## src/rtl/mux16_rr_arbiter.sv

```systemverilog
// rtl/mux16_rr_arbiter.sv - round-robin owner arbiter driving a 16:1 mux select
// Optional forced release after HOLD_MAX grant cycles: define MUX16_ARB_TIMEOUT_EN.
`timescale 1ns/1ps
module mux16_rr_arbiter #(
  parameter int HOLD_MAX = 16
) (
  input  logic        clk,
  input  logic        rst,
  input  logic [15:0] req,
  input  logic        done,
  output logic [3:0]  sel,
  output logic [15:0] gnt,
  output logic        busy,
  output logic        timeout
);

  localparam logic [1:0] S_IDLE    = 2'd0;
  localparam logic [1:0] S_GRANT   = 2'd1;
  localparam logic [1:0] S_RELEASE = 2'd2;

  logic [1:0] state;
  logic [3:0] ptr;
  logic [3:0] pick_idx;
  logic [3:0] cand;
  logic       pick_found;
  logic       owner_off;
  logic       hold_expired;

  // First requester at or above ptr, wrapping 15 -> 0.
  always_comb begin
    pick_idx   = ptr;
    pick_found = 1'b0;
    cand       = ptr;
    for (int k = 0; k < 16; k++) begin
      cand = ptr + 4'(k);
      if (!pick_found && req[cand]) begin
        pick_idx   = cand;
        pick_found = 1'b1;
      end
    end
  end

  assign owner_off = done || !req[sel];

`ifdef MUX16_ARB_TIMEOUT_EN
  localparam int CNT_W = (HOLD_MAX > 1) ? $clog2(HOLD_MAX) : 1;

  logic [CNT_W-1:0] hold_cnt;
  logic             timeout_q;

  assign hold_expired = (hold_cnt == CNT_W'(HOLD_MAX - 1));
  assign timeout      = timeout_q;

  // Counter is cleared while idle so it always starts at zero on grant entry.
  always_ff @(posedge clk) begin
    if (rst) begin
      hold_cnt  <= '0;
      timeout_q <= 1'b0;
    end else begin
      timeout_q <= (state == S_GRANT) && !owner_off && hold_expired;
      if (state == S_GRANT)
        hold_cnt <= hold_cnt + CNT_W'(1);
      else
        hold_cnt <= '0;
    end
  end
`else
  logic unused_hold_max;

  assign unused_hold_max = (HOLD_MAX != 0);
  assign hold_expired    = 1'b0;
  assign timeout         = 1'b0;
`endif

  always_ff @(posedge clk) begin
    if (rst) begin
      state <= S_IDLE;
      sel   <= 4'd0;
      gnt   <= 16'd0;
      busy  <= 1'b0;
      ptr   <= 4'd0;
    end else begin
      case (state)
        S_IDLE: begin
          if (pick_found) begin
            state <= S_GRANT;
            sel   <= pick_idx;
            gnt   <= 16'd1 << pick_idx;
            busy  <= 1'b1;
          end
        end
        S_GRANT: begin
          if (owner_off || hold_expired) begin
            state <= S_RELEASE;
            gnt   <= 16'd0;
            busy  <= 1'b0;
            ptr   <= sel + 4'd1;
          end
        end
        S_RELEASE: state <= S_IDLE;
        default:   state <= S_IDLE;
      endcase
    end
  end

endmodule

```

## config.mk

```make
export PLATFORM = sky130hd
export DESIGN_NAME = mux16_rr_arbiter
export DESIGN_NICKNAME = d
export VERILOG_FILES = /design/src/rtl/mux16_rr_arbiter.sv
export SDC_FILE = /design/constraint.sdc
export NUM_CORES = 1
export LEC_CHECK = 0
export ABC_CLOCK_PERIOD_IN_PS = 13190
export CORE_MARGIN = 2
export CORE_UTILIZATION = 41
export DETAILED_ROUTE_END_ITERATION = 7
export GPL_TIMING_DRIVEN = 0
export PLACE_DENSITY = 0.69
export SLEW_MARGIN = 0
export SYNTH_ARGS = -nofsm -noshare
export SYNTH_HDL_FRONTEND = slang
export SYNTH_SLANG_ARGS = --single-unit
```

## constraint.sdc

```tcl
create_clock -name clk -period 13.19 [get_ports clk]
set_clock_uncertainty 0.2 [all_clocks]
set_input_delay 3.2975 -clock clk [delete_from_list [all_inputs] [get_ports clk]]
set_output_delay 3.2975 -clock clk [all_outputs]
set_load 0.01 [all_outputs]
```

; Word level (Yosys, flattened, before mapping)
; Index checks and enable logic that the tools add are counted.
[totals]
input_bits = 19
elab_cells = 154
reg_bits = 27
output_inout_bits = 22
[classes]
muxes = 74
eq_ne = 3
n_addsub = 16
shift = 1
reduce_logical = 38
magnitude_cmp = 17
[op_table]
columns = operator, count
row1 = $lt 4x5->1 const B, 17
row2 = $bmux 1 s4, 17
row3 = $mux 4, 15
row4 = $mux 1, 35
row5 = $add 4x4->4 const B, 8
row6 = $mux 16, 2
row7 = $pmux 16 s2, 1
row8 = $add 4x3->4 const B, 4
row9 = $logic_not 1->1, 16
row10 = $shl 1x4->16 const A, 1
row11 = $logic_and 1x1->1, 15
row12 = $add 4x1->4 const B, 2
row13 = $add 4x2->4 const B, 2
row14 = $reduce_and 2->1, 3
row15 = $mux 2, 2
row16 = $ne 2x2->1 const B, 2
row17 = $pmux 2 s2, 1
row18 = $reduce_and 3->1, 1
row19 = $eq 2x1->1 const B, 1
row20 = $logic_not 2->1, 1
row21 = $pmux 1 s2, 1
row22 = $reduce_bool 2->1, 1
row23 = $logic_or 1x1->1, 1

; Depth between registers and ports, before layout
; Gate-level depths: netlist of the first run.
[logic_depth]
word_depth = 51
mapped_depth = 20
depth_no_buf = 12

; Least setup slack after synthesis of the first run
; No wires, ideal clock.
[synth_path]
path_kind = input to register
start = in req[2]
end = reg gnt[13]
setup_slack_ns = 6.293
cell_stages = 11
setup_time_ns = 0.117
arrival_ns = 6.580
cell_sequence = mux4_2 -> mux4_2 -> nor4_4 -> or4b_1 -> clkbuf_2 -> nor3b_2 -> o32a_2 -> a2111oi_2 -> or4_1 -> buf_4 -> a32o_1
[synth_via]
elab_chain_cells = 51
elab_cells_between_ends = 103
classes_between = eq/ne (2) / shift (1) / mux (67) / reduce/logical (33)
[synth_rtl]
columns = element, line_no
row1 = "start, declared", 9  ; input logic [15:0] req,
row2 = $bmux 1 s4, 36  ; if (!pick_found && req[cand]) begin
row3 = $mux 1 (implied by the code), 36
row4 = $mux 1, 36
row5 = $logic_not 1->1, 36
row6 = $logic_and 1x1->1, 36
row7 = $mux 1, 36
row8 = $logic_not 1->1, 36
row9 = $logic_and 1x1->1, 36
row10 = [... 35 more ...], n/a
row11 = $logic_and 1x1->1, 36
row12 = $mux 1, 36
row13 = $logic_not 1->1, 36
row14 = $logic_and 1x1->1, 36
row15 = $mux 4, 36
row16 = $shl 1x4->16, 88  ; gnt <= 16'd1 << pick_idx;
row17 = $mux 16, 85  ; if (pick_found) begin
row18 = $pmux 16 s2, 83  ; case (state)
row19 = "end signal, assigned", 88
row20 = "end, declared", 12  ; output logic [15:0] gnt,
; Parallel ways exist; a longest one is shown, timed or not. The select of a mux whose other input is x is not followed.
; A chain may end at the register's enable or synchronous reset.

; Final worst setup path of the first run
[layout_path]
start = in req[10]
end = reg gnt[5]
; Same word-level chain as after synthesis.

==> metrics.md, run 1 <==
| Metric | Value |
|---|---|
| Setup TNS | 0 ns |
| Synthesis-to-finish area growth | 15.8% |
| Die area | 0.00963 mm^2 |
| Combinational share of power | 0.830 |
| Pwr Density | 236 mW/mm^2 |
| Fill count | 836 |
| Io pins | 41 |
| Cell Int Power | 0.000469 W |
| Net count, final | 458 |
| # diodes | 0 |
| Worst path buffer plus inverter count | 3 |
| Worst reg2reg path startpoint | ptr[1]$_SDFFE_PP0P_ |
| Die width | 98.1 um |
| Max Cap Viol | 0 |
| FF+latch area | 541 um^2 |
| Pre-antenna DRT Iters | 4 |
| Clock power frac | 0.047 |
| Worst Setup EP | gnt[5]$_SDFFE_PP0P_ |
| Syn_nets | 414 |
| ANT nets after route | 0 |
| CP max stage cell | nor4b_1 |
| WL/cell | 20.6 um |
| RSZ-0062 raised after global routing | false |
| Sequential power share | 0.124 |
| Relative slew slack | 0.197 |
| HP Class | flop to flop |
| Drt via density | 6.61 |
| Synth Instances | 386 |
| Global-route wire length before repair | 17.9 mm |
| Crit Path Category | primary input to flop |
| Overflow after GRT | 0 |
| Required time of the critical path | 13.20 ns |
| CP Capture Type | flop |
| Post-DP HPWL | 8.51 mm |
| Seq/Total Area, Yosys | 0.149 |
| Most frequent cells in the layout | clkdlybuf4s50_1 (39), mux4_2 (35), nand2_1 (34) |
| Capturing point of the worst reg2reg path | gnt[5]$_SDFFE_PP0P_ |
| Via Count | 3550 |
| Crit. Startpoint | req[10] |
| Seq cells post-synth | 27 |
| Avg Inst Size Synth | 9.41 um^2 |
| Tcrit/Tclk final | 0.612 |
| Post-synth cell types | 74 |
| Post-synth EDFFs | 0 |
| TritonCTS clock tree | built |
| Hold_buf cts | 0 |
| Number of buffers created by CTS | 3 |
| Final setup violation count | 0 |
| Max frequency | 0.124 GHz |
| R2r setup slk | 6.48 ns |
| Synth Warn # | 0 |
| GRT Total Usage | 0.227 |
| Stages on worst setup path | 10 |
| Post-CTS Repair Setup Buffers | 0 |
| Layout Cells excl Fill | 537 |
| Crit path arrival time | 8.09 ns |
| GPL Wtd Cong | 0.911 |
| Row count | 34 |
| Synth area leaders | mux4_2 (22%), dfxtp_1 (15%), mux2_2 (5.9%), mux2i_1 (5.0%), a32o_1 (4.4%) |
| Yosys top cell area share | 0.217 |
| Final hold vios | 0 |
| Maximum vdd ir drop | 114 uV |
| Post-synth top area cell | mux4_2 |
| Final worst path period need | 8.07 ns |
| Dpl cells | 533 |
| Multi-input logic area | 0.00292 mm^2 |
| FF-to-FF path depth | 15 |
| Maximum root-to-sink buffer count | 2 |
| P_sw | 0.000523 W |
| CP delay by family, top | simple AND/OR/NAND/NOR gates |
| Crit start category | primary input |
| Port Buffers | 39 |
| Die Span Y | 98.1 um |
| Cell Area, Synth | 0.00363 mm^2 |
| Total Wirelength | 11.1 mm |
| Worst Tran Pin Value | 1.20 ns |
| Async SR Flop Fraction | 0 |
| Largest net degree at the start of global routing | 17 |
| Status | finished, final reports clean |
| Root Driver | clkbuf_8 |
| Initial antenna violation count | 0 |
| Synth Flop Type | dfxtp_1 |
| # clock sinks | 27 |
| Vias in the first global route | 3344 |
| Layout cells sized above 1 | 0.200 |
| Worst-path clk slew | 0.09 ns |
| Crit path largest cell delay | 0.84 ns |
| Insertion delay to the later sink of the worst-skew pair | 0.27 ns |
| Htree depth | 1 |
| Critical path cell sequence | clkdlybuf4s50_1 -> mux4_2 -> mux4_2 -> nor4_4 -> nor4b_1 -> a311o_1 -> inv_1 -> nor3_2 -> clkbuf_1 -> a32o_1 |
| Most common cell on crit path | mux4_2 |
| CP Max Fanout | 10 |
| Core Footprint | 0.00864 mm^2 |
| Final routed DRC violation total | 0 |
| Sw Ratio | 0.527 |
| Max Slew Vio Count | 0 |
| Starting Density | 0.421 |
| Commonest non-fill, non-tap cell in the layout | clkdlybuf4s50_1 |
| Cts repair resizes | 0 |
| Iter 0 DRT Violations | 239 |
| Leak | 1.45 nW |
stage by stage:
stage | hold slack, ns | setup slack [ns] | util | cell area [um^2] | total power, W
after floorplan | 0.270 | 6.29 | - | 3630 | 0.000720
final | 0.274 | 5.12 | 0.487 | 4210 | 0.000992
after CTS | 0.278 | 5.31 | 0.487 | 4210 | 0.000980
after global routing | 0.294 | 4.88 | 0.487 | 4210 | 0.00107
after global placement | 0.252 | 5.03 | 0.481 | 4160 | 0.000916
after detailed placement | 0.258 | 5.03 | 0.481 | 4160 | 0.000930
synth_stat cells, types with 7 or more instances:
library cell and count:
a211oi_1 7, a21oi_1 15, a22oi_1 8, a32o_1 16, clkbuf_1 7, dfxtp_1 27, ha_1 9, inv_1 7
mux2_2 19, mux2i_1 18, mux4_2 35, nand2_1 34, nand3_1 9, nor2_1 26, nor2b_1 9, nor3_1 8
o21ai_0 16, xnor2_1 10
flip-flops by register name, summed over array words and instances (netlist names):
signal,count
busy,1
gnt,16
sel,4
ptr,4
state,2
how the worst min path moves through the flow:
| stage | startpoint | endpoint | slack (ns) | depth (start not counted) |
|---|---|---|---|---|
| 6_report | gnt[12]$_SDFFE_PP0P_ | gnt[12]$_SDFFE_PP0P_ | 0.27 | 1 |
| 5_1_grt | gnt[7]$_SDFFE_PP0P_ | gnt[7]$_SDFFE_PP0P_ | 0.29 | 1 |
| 4_1_cts | gnt[3]$_SDFFE_PP0P_ | gnt[3]$_SDFFE_PP0P_ | 0.28 | 1 |
| 3_5_place_dp | gnt[12]$_SDFFE_PP0P_ | gnt[12]$_SDFFE_PP0P_ | 0.26 | 1 |
| 3_3_place_gp | gnt[7]$_SDFFE_PP0P_ | gnt[7]$_SDFFE_PP0P_ | 0.25 | 1 |
| 2_1_floorplan | state[0]$_SDFFE_PP0P_ | state[0]$_SDFFE_PP0P_ | 0.27 | 2 |
worst reg2reg max path, stage by stage (launching register included):
cell and delay [ns]:
dfxtp_1 0.53, buf_4 0.26, buf_4 0.24, buf_6 0.19, inv_1 0.19, ha_1 0.35, xor2_1 0.92, mux2i_1 0.39
mux2i_1 0.38, nor4_4 0.45, nor4b_1 0.84, a311o_1 0.49, inv_1 0.15, nor3_2 0.46, clkbuf_1 0.42, a32o_1 0.18
area by class of cell:
cell class | instances | share of cell area
well taps | 108 | 0.0321
flip-flops and latches | 27 | 0.128
clock buffers | 3 | 0.00982
inverters | 9 | 0.00803
multi-input cells | 328 | 0.694
plain buffers | 22 | 0.0333
clock inverters | 1 | 0.00178
repair buffers | 39 | 0.0928
per-layer routing:
| metal | GRT usage | vias up | share of wire |
|---|---|---|---|
| met1 | 0.320 | 1705 | 0.44 |
| met5 | 0 | - | 0 |
| li1 | - | 1631 | - |
| met2 | 0.361 | 189 | 0.46 |
| met4 | 0.0620 | 0 | 0.029 |
| met3 | 0.0401 | 25 | 0.077 |
logic make-up after synthesis:
group,count (synthesis),share of synthesized area
AO/OA/AOI/OAI,102,0.208
XOR/XNOR,14,0.0338
adder cells (fa/ha/maj),9,0.0310
buffers and inverters,31,0.0479
flip-flops,27,0.149
multiplexers,75,0.340
other,1,0.00103
AND/OR/NAND/NOR,127,0.189
power groups by stage:
stage	clock (W)	sequential, W	combinational [W]
global placement	0	0.000124	0.000793
floorplan	0	0.000128	0.000593
global route	0.0000508	0.000125	0.000891
finish	0.0000463	0.000123	0.000823
detailed placement	0	0.000124	0.000805
CTS	0.0000477	0.000123	0.000810
Power figures use the tool's default switching activity.
==> run 2: changes to the inputs <==
ABC_CLOCK_PERIOD_IN_PS = 8400   (was 13190)
clock period = 8.4 ns   (was 13.19 ns; I/O delays follow)
==> results of run 2 <==
The final DEF is identical to that of run 1. Status: finished, final reports clean.
Main changes from that run: setup slack after placement 5.03 ns -> 1.44 ns; setup slack after layout 5.12 ns -> 1.52 ns; register-to-register setup slack 6.48 ns -> 1.69 ns; total power 0.000992 W -> 0.00156 W; worst IR drop on VDD 114 uV -> 180 uV
==> run 3: changes to the inputs <==
ABC_CLOCK_PERIOD_IN_PS = 6060   (was 8400)
PLACE_DENSITY = 0.72   (was 0.69)
clock period = 6.06 ns   (was 8.4 ns; I/O delays follow)
==> run 3 against run 2 <==
Sequential share of layout area decreased by 0.23 points. Clock power increased by 37%. Combinational power rose by 46%. Sequential cell count unchanged. Sequential power is 38% higher. Setup slack worse by 1.4 ns. Global-route usage grew 1.2 points. Largest cell class unchanged.
==> metrics.md, run 3 (synthesis results as in run 1) <==
| Metric | Value |
|---|---|
| Status | finished, final reports clean (unchanged) |
| Final worst path period need | 5.90 ns |
| Via Count | 3670 (was 3550) |
| Die Span Y | 98.1 um (unchanged) |
| Core Footprint | 0.00864 mm^2 (unchanged) |
| Die area | 0.00963 mm^2 (unchanged) |
| Net count, final | 462 (was 458) |
| Leak | 1.49 nW (was 1.45 nW) |
| Hold EP | gnt[12]$_SDFFE_PP0P_ (unchanged) |
| Port Buffers | 39 (unchanged) |
| Commonest non-fill, non-tap cell in the layout | clkdlybuf4s50_1 (unchanged) |
| Row count | 34 (unchanged) |
| CP Capture Type | flop (unchanged) |
| Worst Tran Pin Value | 1.20 ns (about the same) |
| Max reg flops | 16 (unchanged) |
| Number of buffers created by CTS | 3 (unchanged) |
| WHS Path Cells | 1 (unchanged) |
| Io pins | 41 (unchanged) |
| Max Cap Viol | 0 (unchanged) |
| Total Wirelength | 11.5 mm (was 11.1 mm) |
| Global-route wire length before repair | 18.8 mm (was 17.9 mm) |
| Post-DP HPWL | 8.85 mm (was 8.51 mm) |
| Largest regs | gnt (16), ptr (4), sel (4) (unchanged) |
| Starting Density | 0.421 (unchanged) |
| Final routed DRC violation total | 0 (unchanged) |
| ANT nets after route | 0 (unchanged) |
| CP Max Fanout | 8 (was 10) |
| Final worst slack | 0.163 ns (was 1.52 ns) |
| Crit Path Category | primary input to flop (unchanged) |
| HP Class | flop to flop (unchanged) |
| Required time of the critical path | 6.07 ns (was 8.41 ns) |
| TritonCTS clock tree | built (unchanged) |
| Reg with most FFs | gnt (unchanged) |
| Vias in the first global route | 3573 (was 3344) |
| Htree depth | 1 (unchanged) |
| Pre-CTS WS | -0.405 ns (was 1.44 ns) |
| Pwr Density | 523 mW/mm^2 (was 370 mW/mm^2) |
| Synthesis-to-finish area growth | 18.2% (was 15.8%) |
| Largest net degree at the start of global routing | 16 (was 17) |
| Worst reg2reg path startpoint | ptr[1]$_SDFFE_PP0P_ (unchanged) |
| Relative slew slack | 0.197 (about the same) |
| Initial antenna violation count | 0 (unchanged) |
| Crit start category | primary input (unchanged) |
| Final setup violation count | 0 (unchanged) |
| Root Driver | clkbuf_8 (unchanged) |
| # diodes | 0 (unchanged) |
| Layout cells sized above 1 | 0.226 (was 0.200) |
| Most frequent cells in the layout | clkdlybuf4s50_1 (39), mux4_2 (35), nand2_1 (33) (was clkdlybuf4s50_1 (39), mux4_2 (35), nand2_1 (34)) |
| GPL Wtd Cong | 0.925 (was 0.911) |
| Pre-antenna DRT Iters | 5 (was 4) |
| Min-delay src | gnt[12]$_SDFFE_PP0P_ (unchanged) |
| DP Area | 0.00416 mm^2 (unchanged) |
| Max Slew Vio Count | 0 (unchanged) |
| Maximum vdd ir drop | 242 uV (was 180 uV) |
| GRT Total Usage | 0.239 (was 0.227) |
| Insertion delay to the later sink of the worst-skew pair | 0.27 ns (about the same) |
| Fill count | 815 (was 836) |
| WL/cell | 21.2 um (was 20.6 um) |
| Maximum root-to-sink buffer count | 2 (unchanged) |
| Crit path arrival time | 5.91 ns (was 6.89 ns) |
| Iter 0 DRT Violations | 351 (was 239) |
| Die width | 98.1 um (unchanged) |
| Final instance area | 0.00429 mm^2 (was 0.00421 mm^2) |
| Overflow after GRT | 0 (unchanged) |
| FF-to-FF path depth | 18 (was 15) |
| Worst-path clk slew | 0.09 ns (about the same) |
| Max frequency | 0.170 GHz |
| Drt via density | 6.78 (was 6.61) |
| Capturing point of the worst reg2reg path | gnt[7]$_SDFFE_PP0P_ (was gnt[5]$_SDFFE_PP0P_) |
| # clock sinks | 27 (unchanged) |
| RSZ-0062 raised after global routing | false (unchanged) |
| Tcrit/Tclk final | 0.973 |
| Final hold vios | 0 (unchanged) |
| R2r setup slk | 0.29 ns (was 1.69 ns) |
-- run 3: layout make-up --
class / count / area [um^2] / share of cell area
clock inverters: 1 / 5.00 / 0.00117
multi-input cells: 328 / 2970 / 0.693
plain buffers: 22 / 141 / 0.0329
clock buffers: 3 / 41.3 / 0.00962
inverters: 9 / 33.8 / 0.00787
well taps: 108 / 135 / 0.0315
repair buffers: 43 / 420 / 0.0980
flip-flops and latches: 27 / 542 / 0.126
-- run 3: critical path, cell delays in order --
cell and delay, ns:
clkdlybuf4s50_1 0.57, mux4_2 0.58, mux2_2 0.32, mux2i_2 0.40
nand4b_1 0.32, or4b_1 0.54, clkbuf_2 0.20, a31oi_1 0.17
nor3_1 0.09, xnor2_1 0.43, nor3b_1 0.54, a32o_1 0.24
-- run 3: per-layer routing --
metal | vias up | global-route usage | part of all wire
met5 | - | 0 | 0
met4 | 0 | 0.0641 | 0.024
met3 | 29 | 0.0394 | 0.073
met2 | 179 | 0.397 | 0.49
met1 | 1823 | 0.325 | 0.42
li1 | 1639 | - | -
-- run 3: metrics by stage --
stage,hold WS [ns],total power (W),setup TNS [ns],instances,utilization
global placement,0.252,0.00199,-4.69,533,0.481
floorplan,0.270,0.00157,0,386,-
detailed placement,0.254,0.00204,-4.97,533,0.481
CTS,0.276,0.00215,0,537,0.488
global route,0.300,0.00241,0,541,0.497
finish,0.272,0.00224,0,541,0.497
-- run 3: timing repair --
item                       4_1_cts  5_1_grt
buffers inserted                 0        4
setup endpoints to repair       17       18
hold buffers                     0        0
resized for setup                2       10
pin swaps                        0        3
-- run 3: how the worst max path moves through the flow --
stage,from,endpoint,slack (ns),cells past startpoint
floorplan,req[2],gnt[13]$_SDFFE_PP0P_,0.95,11
global placement,ptr[1]$_SDFFE_PP0P_,gnt[8]$_SDFFE_PP0P_,-0.40,15
detailed placement,ptr[1]$_SDFFE_PP0P_,gnt[7]$_SDFFE_PP0P_,-0.41,15
CTS,ptr[1]$_SDFFE_PP0P_,gnt[6]$_SDFFE_PP0P_,0.03,19
global route,req[9],gnt[9]$_SDFFE_PP0P_,0.007,13
finish,req[6],gnt[7]$_SDFFE_PP0P_,0.16,12
-- run 3: report_power, final --
group | switching, W | internal (W)
Combinational | 0.00109 | 0.000791
Clock | 0.0000538 | 0.0000460
Sequential | 0.0000409 | 0.000225
Total | 0.00118 | 0.00106
